File: src/rtl/pipe_perf_monitor.sv
// Pipeline performance monitor: cycle/event counters with a cycle budget and a frozen
// snapshot streamed over valid/ready. Define PERF_SATURATE_EN for saturating counters + ovf_o.
module pipe_perf_monitor #(
  parameter int unsigned NUM_EVT    = 2,
  parameter int unsigned CNT_W      = 32,
  parameter int unsigned PC_W       = 32,
  parameter int unsigned MAX_CYCLES = 30,
  localparam int unsigned DATA_W    = (CNT_W > PC_W) ? CNT_W : PC_W,
  localparam int unsigned IDX_W     = $clog2(NUM_EVT + 2)
) (
  input  logic               clk_i,
  input  logic               rst_i,
  input  logic               start_i,
  input  logic               clr_i,
  input  logic [NUM_EVT-1:0] evt_i,
  input  logic [PC_W-1:0]    pc_i,
  input  logic               dump_req_i,
  input  logic               dump_ready_i,
  output logic               dump_valid_o,
  output logic [DATA_W-1:0]  dump_data_o,
  output logic [IDX_W-1:0]   dump_idx_o,
  output logic               dump_last_o,
  output logic               halt_o,
  output logic [CNT_W-1:0]   cycle_o
`ifdef PERF_SATURATE_EN
  ,
  output logic [NUM_EVT:0]   ovf_o
`endif
);

  typedef enum logic [1:0] {StIdle, StRun, StHalt} cnt_state_e;
  typedef enum logic {StDIdle, StDSend} dump_state_e;

  localparam logic [IDX_W-1:0] LastIdx    = IDX_W'(NUM_EVT + 1);
  localparam logic [CNT_W-1:0] BudgetLast = CNT_W'(MAX_CYCLES - 1);

  cnt_state_e                      cnt_state_q;
  dump_state_e                     dump_state_q;
  logic                            halt_q;
  logic [CNT_W-1:0]                cycle_cnt_q, cycle_inc;
  logic [NUM_EVT-1:0][CNT_W-1:0]   evt_cnt_q, evt_inc;
  logic [PC_W-1:0]                 last_pc_q;
  logic [CNT_W-1:0]                snap_cycle_q;
  logic [NUM_EVT-1:0][CNT_W-1:0]   snap_evt_q;
  logic [PC_W-1:0]                 snap_pc_q;
  logic [IDX_W-1:0]                dump_idx_q;
  logic                            budget_hit;
`ifdef PERF_SATURATE_EN
  logic [NUM_EVT:0]                ovf_q, ovf_hit;
`endif

  // Incremented values used on a counting edge
  always_comb begin
    evt_inc = '0;
`ifdef PERF_SATURATE_EN
    ovf_hit    = '0;
    ovf_hit[0] = &cycle_cnt_q;
    cycle_inc  = ovf_hit[0] ? cycle_cnt_q : cycle_cnt_q + CNT_W'(1);
    for (int k = 0; k < NUM_EVT; k++) begin
      ovf_hit[k+1] = evt_i[k] & (&evt_cnt_q[k]);
      evt_inc[k]   = (evt_i[k] && !(&evt_cnt_q[k])) ? evt_cnt_q[k] + CNT_W'(1) : evt_cnt_q[k];
    end
`else
    cycle_inc = cycle_cnt_q + CNT_W'(1);
    for (int k = 0; k < NUM_EVT; k++) begin
      evt_inc[k] = evt_cnt_q[k] + CNT_W'(evt_i[k]);
    end
`endif
  end

  assign budget_hit = (MAX_CYCLES != 0) && (cycle_cnt_q == BudgetLast);

  always_ff @(posedge clk_i) begin
    if (!rst_i) begin
      cnt_state_q <= StIdle;
      halt_q      <= 1'b0;
      cycle_cnt_q <= '0;
      evt_cnt_q   <= '0;
      last_pc_q   <= '0;
`ifdef PERF_SATURATE_EN
      ovf_q       <= '0;
`endif
    end else if (clr_i) begin
      cnt_state_q <= StIdle;
      halt_q      <= 1'b0;
      cycle_cnt_q <= '0;
      evt_cnt_q   <= '0;
      last_pc_q   <= '0;
`ifdef PERF_SATURATE_EN
      ovf_q       <= '0;
`endif
    end else begin
      case (cnt_state_q)
        StIdle: begin
          if (start_i) cnt_state_q <= StRun;
        end
        StRun: begin
          if (start_i) begin
            cycle_cnt_q <= cycle_inc;
            evt_cnt_q   <= evt_inc;
            last_pc_q   <= pc_i;
`ifdef PERF_SATURATE_EN
            ovf_q       <= ovf_q | ovf_hit;
`endif
            if (budget_hit) begin
              cnt_state_q <= StHalt;
              halt_q      <= 1'b1;
            end
          end
        end
        StHalt: begin
        end
        default: begin
          cnt_state_q <= StIdle;
          halt_q      <= 1'b0;
        end
      endcase
    end
  end

  // Snapshot takes pre-edge counter values; clr_i deliberately does not touch the dump path
  always_ff @(posedge clk_i) begin
    if (!rst_i) begin
      dump_state_q <= StDIdle;
      dump_idx_q   <= '0;
      snap_cycle_q <= '0;
      snap_evt_q   <= '0;
      snap_pc_q    <= '0;
    end else begin
      case (dump_state_q)
        StDIdle: begin
          if (dump_req_i) begin
            snap_cycle_q <= cycle_cnt_q;
            snap_evt_q   <= evt_cnt_q;
            snap_pc_q    <= last_pc_q;
            dump_idx_q   <= '0;
            dump_state_q <= StDSend;
          end
        end
        StDSend: begin
          if (dump_ready_i) begin
            if (dump_idx_q == LastIdx) begin
              dump_idx_q   <= '0;
              dump_state_q <= StDIdle;
            end else begin
              dump_idx_q <= dump_idx_q + IDX_W'(1);
            end
          end
        end
        default: dump_state_q <= StDIdle;
      endcase
    end
  end

  assign dump_valid_o = (dump_state_q == StDSend);
  assign dump_idx_o   = dump_idx_q;
  assign dump_last_o  = dump_valid_o && (dump_idx_q == LastIdx);

  always_comb begin
    dump_data_o = '0;
    if (dump_valid_o) begin
      if (dump_idx_q == '0) begin
        dump_data_o = DATA_W'(snap_cycle_q);
      end else if (dump_idx_q == LastIdx) begin
        dump_data_o = DATA_W'(snap_pc_q);
      end
      for (int k = 0; k < NUM_EVT; k++) begin
        if (dump_idx_q == IDX_W'(k + 1)) dump_data_o = DATA_W'(snap_evt_q[k]);
      end
    end
  end

  assign halt_o  = halt_q;
  assign cycle_o = cycle_cnt_q;
`ifdef PERF_SATURATE_EN
  assign ovf_o   = ovf_q;
`endif

endmodule

File: config.mk
export PLATFORM = sky130hd
export DESIGN_NAME = pipe_perf_monitor
export DESIGN_NICKNAME = d
export VERILOG_FILES = /design/src/rtl/pipe_perf_monitor.sv
export SDC_FILE = /design/constraint.sdc
export NUM_CORES = 1
export LEC_CHECK = 0
export CAP_MARGIN = 10
export CORE_MARGIN = 3
export CORE_UTILIZATION = 47
export DETAILED_ROUTE_END_ITERATION = 10
export MAX_ROUTING_LAYER = met4
export PLACE_DENSITY = 0.7
export SETUP_SLACK_MARGIN = 0.3
export SYNTH_ARGS = -nofsm -noshare
export SYNTH_HDL_FRONTEND = slang
export SYNTH_SLANG_ARGS = --single-unit
export TNS_END_PERCENT = 50
File: constraint.sdc
create_clock -name clk_i -period 2.2 [get_ports clk_i]
set_input_delay 0.44 -clock clk_i [delete_from_list [all_inputs] [get_ports clk_i]]
set_output_delay 0.44 -clock clk_i [all_outputs]
set_load 0.01 [all_outputs]
==> metrics.yaml, run 1 <==
outcome:
  outcome: "complete, but fails checks"
  failed_checks: "setup timing"
clock_tree:
  cts_tree: "done"
  cts_max_path_buffers: 3
  cts_buffers: 29
  worstSkewPairLatency_ns: 0.54
  clock_slew_at_the_register_clock_pins_of_the_worst_setup_and_hold_paths_ns: 0.06
  ctsRootBufferMaster: "sky130_fd_sc_hd__clkbuf_16"
  cts_max_level: 1
  cts.sink_count: 262
flow_run:
  max_cap_viol_count: 0
detailed_routing:
  postRouteWirelength_mm: 35.5
  detailedRoute.firstIterationViolations: 1000
  route.detailed.drc: 0
  drt_pass1_iterations: 5
  drt.antenna.violating_nets: 0
  routed_len_inst_um: 17.5
  detailroute.via_count: 11400
  avgViaCountPerCell: 5.63
timing:
  period_share_pct: 124
  max_freq_mhz: 366
  skew_ns: 0.0117
  number_of_failing_hold_endpoints_at_the_final_stage: 0
  grt_setup_unrepaired: "yes"
  relSlewSlack_pct: 66.8
  finalMaxSlewViolations: 0
  final_critical_path_setup_slack_ns: -0.534
  post-route-min-period_ns: 2.73
  tightestPinTransition_ns: 0.499
  setup_viol_count_final: 32
yosys:
  instance_count_of_the_mapped_netlist: 1517
  synthDominantAreaCellType: "sky130_fd_sc_hd__dfxtp_1"
  ys_types: 52
  synth_seq_area_share_pct: 42.9
  yosys.area.top_type_share_pct: 42.9
  mappedNetlistNets: 1567
  post_synth_main_area_contributors: "sky130_fd_sc_hd__dfxtp_1 43%, sky130_fd_sc_hd__nand2_1 12%, sky130_fd_sc_hd__a21boi_0 9.8%"
  netlist_area_sq_mm: 0.0122
  synthesis_warning_total: 0
  synth_seq_cells: 262
  average_instance_area_after_synthesis_sq_um: 8.06
  synth-async-reset-ratio_pct: 0
  number_of_synthesized_flops_with_an_enable_pin: 0
  most_instantiated_flip_flop_cell_in_the_synthesis_netlist: "sky130_fd_sc_hd__dfxtp_1"
global_routing:
  globalRoute.totalOverflow: 0
  antenna_found_initial: 0
  grt_first_pass_wirelength_mm: 57.2
  grt_pass1_vias: 10900
  all_layer_global_routing_usage_pct: 25.2
  grt_max_degree: 132
worst_setup_path:
  regToRegStartpoint: "evt_cnt_q[32]$_SDFFE_PP0P_"
  crit_buf_inv: 5
  criticalPathCategory: "register to primary output"
  reg2reg_slack_ns: 0.11
  timing.critical_path.from: "dump_idx_o[1]$_SDFFE_PN0P_"
  cp_slowest_cell: "sky130_fd_sc_hd__dfxtp_4"
  worst_setup_path_end_kind: "primary output"
  worst_r2r_path_depth: 9
  timing.critical_path.required_ns: 1.76
  crit_path_max_fanout: 16
  crit-reg2reg-capture: "evt_cnt_q[63]$_SDFFE_PP0P_"
  cpPeakStageDelay_ns: 0.35
  setup.worst_path.end: "dump_data_o[1]"
  start_kind: "register"
  cp_top_family: "buffers and inverters"
  path_cells: "inv_2, buf_4, ha_4, buf_12, buf_4, a211o_1, a21boi_2, buf_2"
  cell_repeated_most_along_the_worst_path: "sky130_fd_sc_hd__buf_4"
  timing.critical_path.depth: 8
  timing.critical_path.arrival_ns: 2.29
die:
  top_ports: 109
  fp.dieArea_sq_mm: 0.0280
  die-height_um: 167
  start_util_pct: 48.1
  coreArea_sq_mm: 0.0254
  placement_rows: 58
  die_x_um: 167
cells_and_area:
  areaGrowthSynthToFinish_pct: 30.3
  finish.net_count: 1730
  antenna_cells_inserted: 0
  final_layout_size_suffix_gt1_share_pct: 22.6
  multi_input_area_sq_mm: 0.00681
  fill_cells: 2164
  fin_area_sq_mm: 0.0159
  reg_area_sq_mm: 0.00532
placement:
  dpl-instance-area_sq_mm: 0.0145
  hpwl_mm: 24.1
  placement.io_buffers: 108
  routabilityCongestion: 0.868
power:
  comb_power_share_pct: 6.9
  ir_worst_vdd_mv: 0.516
  power.switching_fraction_pct: 22.5
  p_total_mw: 10.4
  internal_power_mw: 8.10
  p_per_cell_area_mw_per_mm2: 655
  net_load_switching_power_mw: 2.35
  clock_power_share_pct: 47.6
  static-leakage-power_nw: 5.62
  power_frac_seq_pct: 45.5
worst_hold_path:
  hold_class: "primary input to register"
## worst reg2reg max path: stages (launching register included)
cell and delay [ns]:
sky130_fd_sc_hd__dfxtp_2 0.35, sky130_fd_sc_hd__ha_4 0.15, sky130_fd_sc_hd__buf_6 0.09, sky130_fd_sc_hd__nand4_1 0.08, sky130_fd_sc_hd__or4_4 0.44, sky130_fd_sc_hd__buf_12 0.17
sky130_fd_sc_hd__buf_6 0.13, sky130_fd_sc_hd__nor4_4 0.25, sky130_fd_sc_hd__buf_4 0.17, sky130_fd_sc_hd__mux2i_1 0.18
## power groups by stage
stage	Combinational, mW	Clock (mW)	Sequential (mW)
4_1_cts	0.702	5.06	4.76
5_1_grt	0.768	5.25	4.75
3_5_place_dp	0.685	0	4.87
3_3_place_gp	0.679	0	4.87
2_1_floorplan	0.361	0	4.87
6_report	0.716	4.97	4.75
## cell families (layout without fill, tap and decap cells)
family	count (synthesis)	in the layout	share of synthesized area, %
fa+ha+maj	10	10	1.02
compound gates	384	384	21.7
flops	262	262	42.9
xor+xnor	25	25	1.79
buf+inv	170	351	5.80
mux	9	9	0.737
simple gates	657	657	26.0
## cell type report
cell class / count / area share [%]
Clock buffer: 36 / 4.78
Clock inverter: 13 / 1.30
Inverter: 49 / 1.17
Multi-Input combinational cell: 1085 / 42.7
Sequential cell: 262 / 33.4
Tap cell: 330 / 2.59
Timing Repair Buffer: 253 / 14.1
## synthesized netlist by cell type, types with 8 or more instances
cell type,number
sky130_fd_sc_hd__and4_1,9
sky130_fd_sc_hd__nand4_1,34
sky130_fd_sc_hd__xnor2_1,16
sky130_fd_sc_hd__or3_1,23
sky130_fd_sc_hd__a21boi_0,160
sky130_fd_sc_hd__and3_1,8
sky130_fd_sc_hd__a211oi_1,33
sky130_fd_sc_hd__nor4_1,15
sky130_fd_sc_hd__inv_1,49
sky130_fd_sc_hd__nand2_1,401
sky130_fd_sc_hd__nand3_1,27
sky130_fd_sc_hd__xor2_1,9
sky130_fd_sc_hd__or4_1,31
sky130_fd_sc_hd__nand2b_1,12
sky130_fd_sc_hd__o31ai_1,27
sky130_fd_sc_hd__nor2_1,35
sky130_fd_sc_hd__a211o_1,32
sky130_fd_sc_hd__mux2i_1,9
sky130_fd_sc_hd__dfxtp_1,262
sky130_fd_sc_hd__and3b_1,33
sky130_fd_sc_hd__clkbuf_1,106
sky130_fd_sc_hd__ha_1,10
sky130_fd_sc_hd__o21ai_0,24
sky130_fd_sc_hd__a21oi_1,88
## sequential cells by signal, indices dropped and copies added, names as in the netlist
register      flops
dump_valid_o      1
snap_pc_q        32
snap_cycle_q     32
snap_evt_q       64
cycle_o          32
dump_idx_o        2
last_pc_q        32
evt_cnt_q        64
cnt_state_q       2
halt_o            1
## repair_timing
action,in CTS,in global routing
setup endpoints to repair,107,75
gates cloned,2,0
hold endpoints to repair,0,0
resized for setup,232,90
setup buffers,9,4
hold buffers,0,0
pin swaps,56,57
## routing by layer
metal / vias up / track usage, % / share of wire, %
li1: 5634 / - / -
met1: 5382 / 34.2 / 45
met2: 328 / 38.8 / 46
met3: 71 / 3.71 / 6.0
met4: 0 / 8.61 / 3.3
met5: - / - / 0
## per-stage QoR
step	TNS [ns]	setup WS, ns	utilization [%]	instances	hold WS [ns]
floorplan	0	0.218	-	1517	0.437
global placement	-25.34	-0.430	57.2	1964	0.444
detailed placement	-28.13	-0.460	57.2	1964	0.450
CTS	-15.21	-0.537	61.3	2024	0.430
global route	-17.49	-0.618	62.7	2028	0.451
finish	-14.67	-0.534	62.7	2028	0.442
## worst min path at each step
stage	start	end	slack (ns)	cells past startpoint
after global placement	last_pc_q[18]$_SDFFE_PP0P_	last_pc_q[18]$_SDFFE_PP0P_	0.44	2
final	pc_i[3]	last_pc_q[3]$_SDFFE_PP0P_	0.44	3
after floorplan	last_pc_q[0]$_SDFFE_PP0P_	last_pc_q[0]$_SDFFE_PP0P_	0.44	2
after global routing	pc_i[3]	last_pc_q[3]$_SDFFE_PP0P_	0.45	3
after CTS	pc_i[3]	last_pc_q[3]$_SDFFE_PP0P_	0.43	3
after detailed placement	last_pc_q[25]$_SDFFE_PP0P_	last_pc_q[25]$_SDFFE_PP0P_	0.45	2
## layout by cell type (no fill, tap or decap), types with 6 or more instances in the layout
cell type,synthesis,routed
sky130_fd_sc_hd__a211oi_1,33,18
sky130_fd_sc_hd__clkbuf_16,0,29
sky130_fd_sc_hd__and4_1,9,7
sky130_fd_sc_hd__a21boi_2,0,32
sky130_fd_sc_hd__dfxtp_4,0,11
sky130_fd_sc_hd__buf_6,0,15
sky130_fd_sc_hd__buf_4,1,112
sky130_fd_sc_hd__nand3_1,27,25
sky130_fd_sc_hd__or3_4,0,7
sky130_fd_sc_hd__and3b_1,33,30
sky130_fd_sc_hd__nand4_1,34,34
sky130_fd_sc_hd__mux2i_1,9,9
sky130_fd_sc_hd__nor3_1,7,7
sky130_fd_sc_hd__o21ai_0,24,23
sky130_fd_sc_hd__a211oi_2,0,15
sky130_fd_sc_hd__or3_1,23,16
sky130_fd_sc_hd__clkbuf_1,106,6
sky130_fd_sc_hd__o31ai_1,27,23
sky130_fd_sc_hd__dfxtp_2,0,23
sky130_fd_sc_hd__dfxtp_1,262,228
sky130_fd_sc_hd__buf_12,0,14
sky130_fd_sc_hd__a21oi_1,88,69
sky130_fd_sc_hd__clkdlybuf4s50_1,0,35
sky130_fd_sc_hd__buf_2,6,33
sky130_fd_sc_hd__or4_1,31,14
sky130_fd_sc_hd__nor4_1,15,14
sky130_fd_sc_hd__a21boi_0,160,128
sky130_fd_sc_hd__xnor2_1,16,15
sky130_fd_sc_hd__inv_1,49,47
sky130_fd_sc_hd__nor2_1,35,35
sky130_fd_sc_hd__a211o_1,32,32
sky130_fd_sc_hd__xor2_1,9,9
sky130_fd_sc_hd__or4_4,0,17
sky130_fd_sc_hd__a21oi_2,0,19
sky130_fd_sc_hd__nand2b_1,12,11
sky130_fd_sc_hd__dlygate4sd2_1,0,37
sky130_fd_sc_hd__nand2_1,401,401
sky130_fd_sc_hd__and3_1,8,7
Note: power is estimated with default switching activity, not from simulation.
==> inputs of run 2 (changes only) <==
--- a/config.mk
+++ b/config.mk
@@ -9,8 +9,7 @@
 export CORE_MARGIN = 3
 export CORE_UTILIZATION = 47
 export DETAILED_ROUTE_END_ITERATION = 10
-export MAX_ROUTING_LAYER = met4
-export PLACE_DENSITY = 0.7
+export PLACE_DENSITY = 0.71
 export SETUP_SLACK_MARGIN = 0.3
 export SYNTH_ARGS = -nofsm -noshare
 export SYNTH_HDL_FRONTEND = slang
==> run 2 against run 1 <==
The flow still finishes with violations (setup timing). Count of clock-buffer cells in the layout unchanged. Sequential cell count unchanged. Design area up 1.4%. Total power up 0.85%. Fmax down 2.1%. Sequential power about the same. Die area unchanged. First-iteration DRC count down 16%. Non-clock buffer count up 12. Routed wire length up 4.5%. Register-to-register slack worse by 0.11 ns. Worst hold slack worse by 0.0068 ns. Critical endpoint is now dump_data_o[9].
==> metrics.yaml, run 2 (synthesis gave the netlist of run 1 again) <==
timing:
  hold_ws_ns: 0.435
  finalMaxSlewViolations: 0
  max_freq_mhz: 358
  setup_total_negative_slack_ns: -17.15
  tightestPinTransition_ns: 0.488
  period_share_pct: 127
  final_critical_path_setup_slack_ns: -0.592
  skew_ns: 0.0170
  number_of_failing_hold_endpoints_at_the_final_stage: 0
  setup_viol_count_final: 33
  post-route-min-period_ns: 2.79
  grt_setup_unrepaired: "yes"
  relSlewSlack_pct: 67.5
die:
  die_x_um: 167
  start_util_pct: 48.1
  coreArea_sq_mm: 0.0254
  fp.dieArea_sq_mm: 0.0280
  top_ports: 109
  die-height_um: 167
  placement_rows: 58
detailed_routing:
  detailroute.via_count: 11600
  routed_len_inst_um: 18.2
  postRouteWirelength_mm: 37.1
  route.detailed.drc: 0
  avgViaCountPerCell: 5.70
  drt.antenna.violating_nets: 0
  detailedRoute.firstIterationViolations: 836
  drt_pass1_iterations: 5
clock_tree:
  cts_tree: "done"
  clock_slew_at_the_register_clock_pins_of_the_worst_setup_and_hold_paths_ns: 0.06
  cts.sink_count: 262
  cts_max_path_buffers: 3
  worstSkewPairLatency_ns: 0.55
  cts_buffers: 29
  ctsRootBufferMaster: "sky130_fd_sc_hd__clkbuf_16"
  cts_max_level: 1
  cts_hold_buffers: 0
global_routing:
  grt_first_pass_wirelength_mm: 57.8
  globalRoute.totalOverflow: 0
  grt_pass1_vias: 10800
  grt_max_degree: 132
  antenna_found_initial: 1
  all_layer_global_routing_usage_pct: 24.8
power:
  static-leakage-power_nw: 5.73
  p_total_mw: 10.5
  ir_worst_vdd_mv: 0.540
  p_per_cell_area_mw_per_mm2: 652
worst_setup_path:
  cp_top_family: "buffers and inverters"
  cpPeakStageDelay_ns: 0.38
  path_cells: "inv_4, ha_4, buf_16, and3b_1, a211oi_1, buf_4, a211o_1, a21boi_2, buf_2"
  timing.critical_path.arrival_ns: 2.35
  worst_setup_path_end_kind: "primary output"
  cp_slowest_cell: "sky130_fd_sc_hd__dfxtp_4"
  timing.critical_path.required_ns: 1.76
  crit_path_max_fanout: 5
  crit_buf_inv: 4
  regToRegStartpoint: "evt_cnt_q[32]$_SDFFE_PP0P_"
  criticalPathCategory: "register to primary output"
  worst_r2r_path_depth: 8
  reg2reg_slack_ns: 0
  crit-reg2reg-capture: "evt_cnt_q[55]$_SDFFE_PP0P_"
  start_kind: "register"
placement:
  dpl_worst_slack_ns: -0.473
  routabilityCongestion: 0.840
  placement.io_buffers: 108
  place_inst: 1961
  hpwl_mm: 23.4
worst_hold_path:
  hold_class: "primary input to register"
  worst_hold_startpoint: "pc_i[1]"
  timing.hold.worst_endpoint: "last_pc_q[1]$_SDFFE_PP0P_"
  min_path_cells: 3
flow_run:
  max_cap_viol_count: 0
cells_and_area:
  largest_registers: "evt_cnt_q: 64 flops, snap_evt_q: 64 flops"
  instances_no_fill: 2039
  antenna_cells_inserted: 0
  final_layout_size_suffix_gt1_share_pct: 22.6
  most-common-layout-cells: "401 x sky130_fd_sc_hd__nand2_1, 229 x sky130_fd_sc_hd__dfxtp_1, 128 x sky130_fd_sc_hd__a21boi_0"
  fill_cells: 2119
  areaGrowthSynthToFinish_pct: 32.1
  finish.net_count: 1742
  layout.cells.most_common: "sky130_fd_sc_hd__nand2_1"
outcome:
  failed_checks: "setup timing"
  outcome: "complete, but fails checks"
run 2: worst max-delay path by stage:
stage                                     startpoint                    endpoint  slack, ns  cells after the start
after floorplan                             evt_i[0]  evt_cnt_q[30]$_SDFFE_PP0P_       0.22                      8
after global placement                      evt_i[1]  evt_cnt_q[58]$_SDFFE_PP0P_      -0.44                      8
after detailed placement                    evt_i[1]  evt_cnt_q[62]$_SDFFE_PP0P_      -0.47                      8
after CTS                 dump_idx_o[0]$_SDFFE_PN0P_             dump_data_o[11]      -0.59                      9
after global routing      dump_idx_o[0]$_SDFFE_PN0P_             dump_data_o[21]      -0.65                      9
final                     dump_idx_o[0]$_SDFFE_PN0P_              dump_data_o[9]      -0.59                      9
run 2: cell type report:
| cell class | count | area (sq um) | area share [%] |
|---|---|---|---|
| Sequential cell | 262 | 5310 | 32.9 |
| Clock buffer | 36 | 772 | 4.78 |
| Multi-Input combinational cell | 1085 | 6830 | 42.2 |
| Tap cell | 330 | 413 | 2.56 |
| Timing Repair Buffer | 265 | 2450 | 15.2 |
| Clock inverter | 12 | 195 | 1.21 |
| Inverter | 49 | 189 | 1.17 |
run 2: worst register-to-register path: cells and delay by family, from the launching register on:
family | cells | cell delay, ns
flops | 1 | 0.35
simple gates | 2 | 0.73
compound gates | 2 | 0.45
buf+inv | 3 | 0.39
fa+ha+maj | 1 | 0.14
run 2: timing repair:
item                                    in CTS  in global routing
pin swaps                                   52                 59
buffers inserted                            11                  9
cloned                                       7                  3
gates resized for setup                    230                 88
endpoints found under the setup margin     105                 80
run 2: per-layer routing:
layer	share of wire, %	vias up	track usage [%]	wire length (um)
met4	3.7	0	8.54	1350
met2	46	315	40.3	17100
li1	-	5630	-	-
met3	5.3	82	3.19	1950
met1	45	5594	34.2	16700
met5	0	-	0	0
run 2: power by group:
group / internal (mW) / switching [mW] / leakage (nW)
Clock: 3.05 / 1.96 / 0.473
Sequential: 4.75 / 0.0115 / 2.13
Combinational: 0.352 / 0.414 / 3.13
run 2: stage by stage:
stage                     utilization [%]  area (sq um)
after global routing                 63.6         16200
after detailed placement             57.0         14500
after floorplan                         -         12500
after global placement               57.0         14500
final                                63.6         16200
after CTS                            61.9         15700
==> inputs of run 3 (changes only) <==
--- a/config.mk
+++ b/config.mk
@@ -9,7 +9,7 @@
 export CORE_MARGIN = 3
 export CORE_UTILIZATION = 47
 export DETAILED_ROUTE_END_ITERATION = 10
-export PLACE_DENSITY = 0.71
+export PLACE_DENSITY_LB_ADDON = 0.15
 export SETUP_SLACK_MARGIN = 0.3
 export SYNTH_ARGS = -nofsm -noshare
 export SYNTH_HDL_FRONTEND = slang
==> constraint.sdc (replaced) <==
create_clock -name clk_i -period 3.3 [get_ports clk_i]
set_input_delay 0.66 -clock clk_i [delete_from_list [all_inputs] [get_ports clk_i]]
set_output_delay 0.66 -clock clk_i [all_outputs]
set_load 0.01 [all_outputs]
==> run 3 against run 2 <==
First-iteration DRC count is 7.9% higher. Largest cell class unchanged. Count of clock-buffer cells in the layout is 6 higher. Design area is 8.0% lower. Setup slack better by 0.84 ns. The flow now finishes without violations. Global-route usage is 0.47 points lower. Sequential share of layout area is 2.5 points higher. Sequential power is 33% lower. Total power is 34% lower. Register-to-register slack better by 0.97 ns. Combinational power is 43% lower. Via count is 4.9% lower. Worst hold slack better by 0.023 ns.
==> metrics.yaml, run 3 (synthesis gave the netlist of run 1 again) <==
outcome:
  outcome: "complete, no violations"
detailed_routing:
  detailroute.via_count: 11100
  routed_len_inst_um: 18.3
  detailedRoute.firstIterationViolations: 902
  route.detailed.drc: 0
  postRouteWirelength_mm: 35.4
  drt_pass1_iterations: 5
  avgViaCountPerCell: 5.73
  drt.antenna.violating_nets: 0
timing:
  relSlewSlack_pct: 52.3
  finalMaxSlewViolations: 0
  setup_total_negative_slack_ns: 0
  hold_ws_ns: 0.458
  setup_viol_count_final: 0
  max_freq_mhz: 328
  grt_setup_unrepaired: "yes"
  post-route-min-period_ns: 3.05
  skew_ns: 0.00844
  period_share_pct: 92.4
  number_of_failing_hold_endpoints_at_the_final_stage: 0
  final_critical_path_setup_slack_ns: 0.252
  tightestPinTransition_ns: 0.713
global_routing:
  grt_first_pass_wirelength_mm: 56.3
  grt_pass1_vias: 10200
  antenna_found_initial: 0
  all_layer_global_routing_usage_pct: 24.3
  grt_max_degree: 129
  globalRoute.totalOverflow: 0
power:
  ir_worst_vdd_mv: 0.374
  p_per_cell_area_mw_per_mm2: 470
  static-leakage-power_nw: 4.88
cells_and_area:
  final_layout_size_suffix_gt1_share_pct: 10.9
  areaGrowthSynthToFinish_pct: 21.6
  finish.net_count: 1627
  antenna_cells_inserted: 0
  most-common-layout-cells: "401 x sky130_fd_sc_hd__nand2_1, 259 x sky130_fd_sc_hd__dfxtp_1, 135 x sky130_fd_sc_hd__a21boi_0"
  layout.cells.most_common: "sky130_fd_sc_hd__nand2_1"
  largest_registers: "evt_cnt_q: 64 flops, snap_evt_q: 64 flops"
  final_core_util_pct: 58.5
placement:
  routabilityCongestion: 0.792
  dpl_worst_slack_ns: 0.200
  hpwl_mm: 23.1
  placement.io_buffers: 108
clock_tree:
  cts_max_path_buffers: 3
  worstSkewPairLatency_ns: 0.55
  clock_slew_at_the_register_clock_pins_of_the_worst_setup_and_hold_paths_ns: 0.06
  ctsRootBufferMaster: "sky130_fd_sc_hd__clkbuf_16"
  cts_tree: "done"
  cts_max_level: 1
  cts_buffers: 29
  cts.sink_count: 262
worst_setup_path:
  criticalPathCategory: "register to primary output"
  worst_setup_path_end_kind: "primary output"
  timing.critical_path.arrival_ns: 2.39
  start_kind: "register"
  worst_r2r_path_depth: 7
  timing.critical_path.required_ns: 2.64
  crit_path_max_fanout: 16
  reg2reg_slack_ns: 0.97
die:
  start_util_pct: 48.1
  die-height_um: 167
  coreArea_sq_mm: 0.0254
  placement_rows: 58
  top_ports: 109
  fp.dieArea_sq_mm: 0.0280
  die_x_um: 167
flow_run:
  max_cap_viol_count: 0
worst_hold_path:
  hold_class: "register to register"
  min_path_cells: 2
-- run 3: cell types whose count changed in the layout (fill, tap and decap cells not counted), sizes merged --
cell,previous run,this run
clkdlybuf4s15,0,8
inv,50,51
clkdlybuf4s50,36,75
dlygate4sd2,39,1
buf,186,52
clkbuf,39,54
bufbuf,1,2
bufinv,5,3
-- run 3: final timing paths --
path,startpoint,to
worst min register to register,last_pc_q[27]$_SDFFE_PP0P_,last_pc_q[27]$_SDFFE_PP0P_
worst min-delay path,last_pc_q[27]$_SDFFE_PP0P_,last_pc_q[27]$_SDFFE_PP0P_
worst max register to register,evt_cnt_q[32]$_SDFFE_PP0P_,evt_cnt_q[46]$_SDFFE_PP0P_
worst max-delay path,dump_idx_o[1]$_SDFFE_PN0P_,dump_data_o[17]
-- run 3: cell type report --
type,instances,area [sq um]
clock buffers,42,855
clock inverters,11,143
fillers,2328,10500
inverters,49,184
multi-input cells,1085,6500
flip-flops and latches,262,5250
well taps,330,413
repair buffers,150,1530
-- run 3: through the flow --
stage               instances  total power [mW]  instance area [sq um]
floorplan                1517              3.47                  12200
global route             1929              7.19                  14900
finish                   1929              6.99                  14900
global placement         1866              3.64                  13600
detailed placement       1866              3.64                  13600
CTS                      1927              7.02                  14800
-- run 3: layer usage --
layer  vias up  global-route usage (%)  share of wire, %
met4         0                    6.79               3.0
met2       331                    39.0                45
li1       5410                       -                 -
met1      5251                    34.8                46
met3        62                    3.09               5.7
met5         -                       0                 0
-- run 3: repair_timing --
item	in CTS	in global routing
gates cloned	4	2
setup endpoints to repair	33	33
hold buffers	0	0
pin swaps	16	4
gates resized for setup	150	39
buffers inserted	4	0
-- run 3: power breakdown --
| part | internal [mW] | switching [mW] | leakage [nW] |
|---|---|---|---|
| clock network | 2.03 | 1.34 | 0.493 |
| registers | 3.17 | 0.0114 | 2.11 |
| logic | 0.185 | 0.251 | 2.27 |
| total | 5.38 | 1.61 | 4.88 |
-- run 3: worst max-delay path, stage by stage (launching register included) --
cell and delay [ns]:
sky130_fd_sc_hd__dfxtp_4 0.36, sky130_fd_sc_hd__inv_2 0.09, sky130_fd_sc_hd__ha_4 0.18, sky130_fd_sc_hd__bufbuf_16 0.29
sky130_fd_sc_hd__and3b_1 0.19, sky130_fd_sc_hd__a211oi_2 0.31, sky130_fd_sc_hd__a211o_1 0.18, sky130_fd_sc_hd__a21boi_0 0.09
sky130_fd_sc_hd__buf_2 0.15
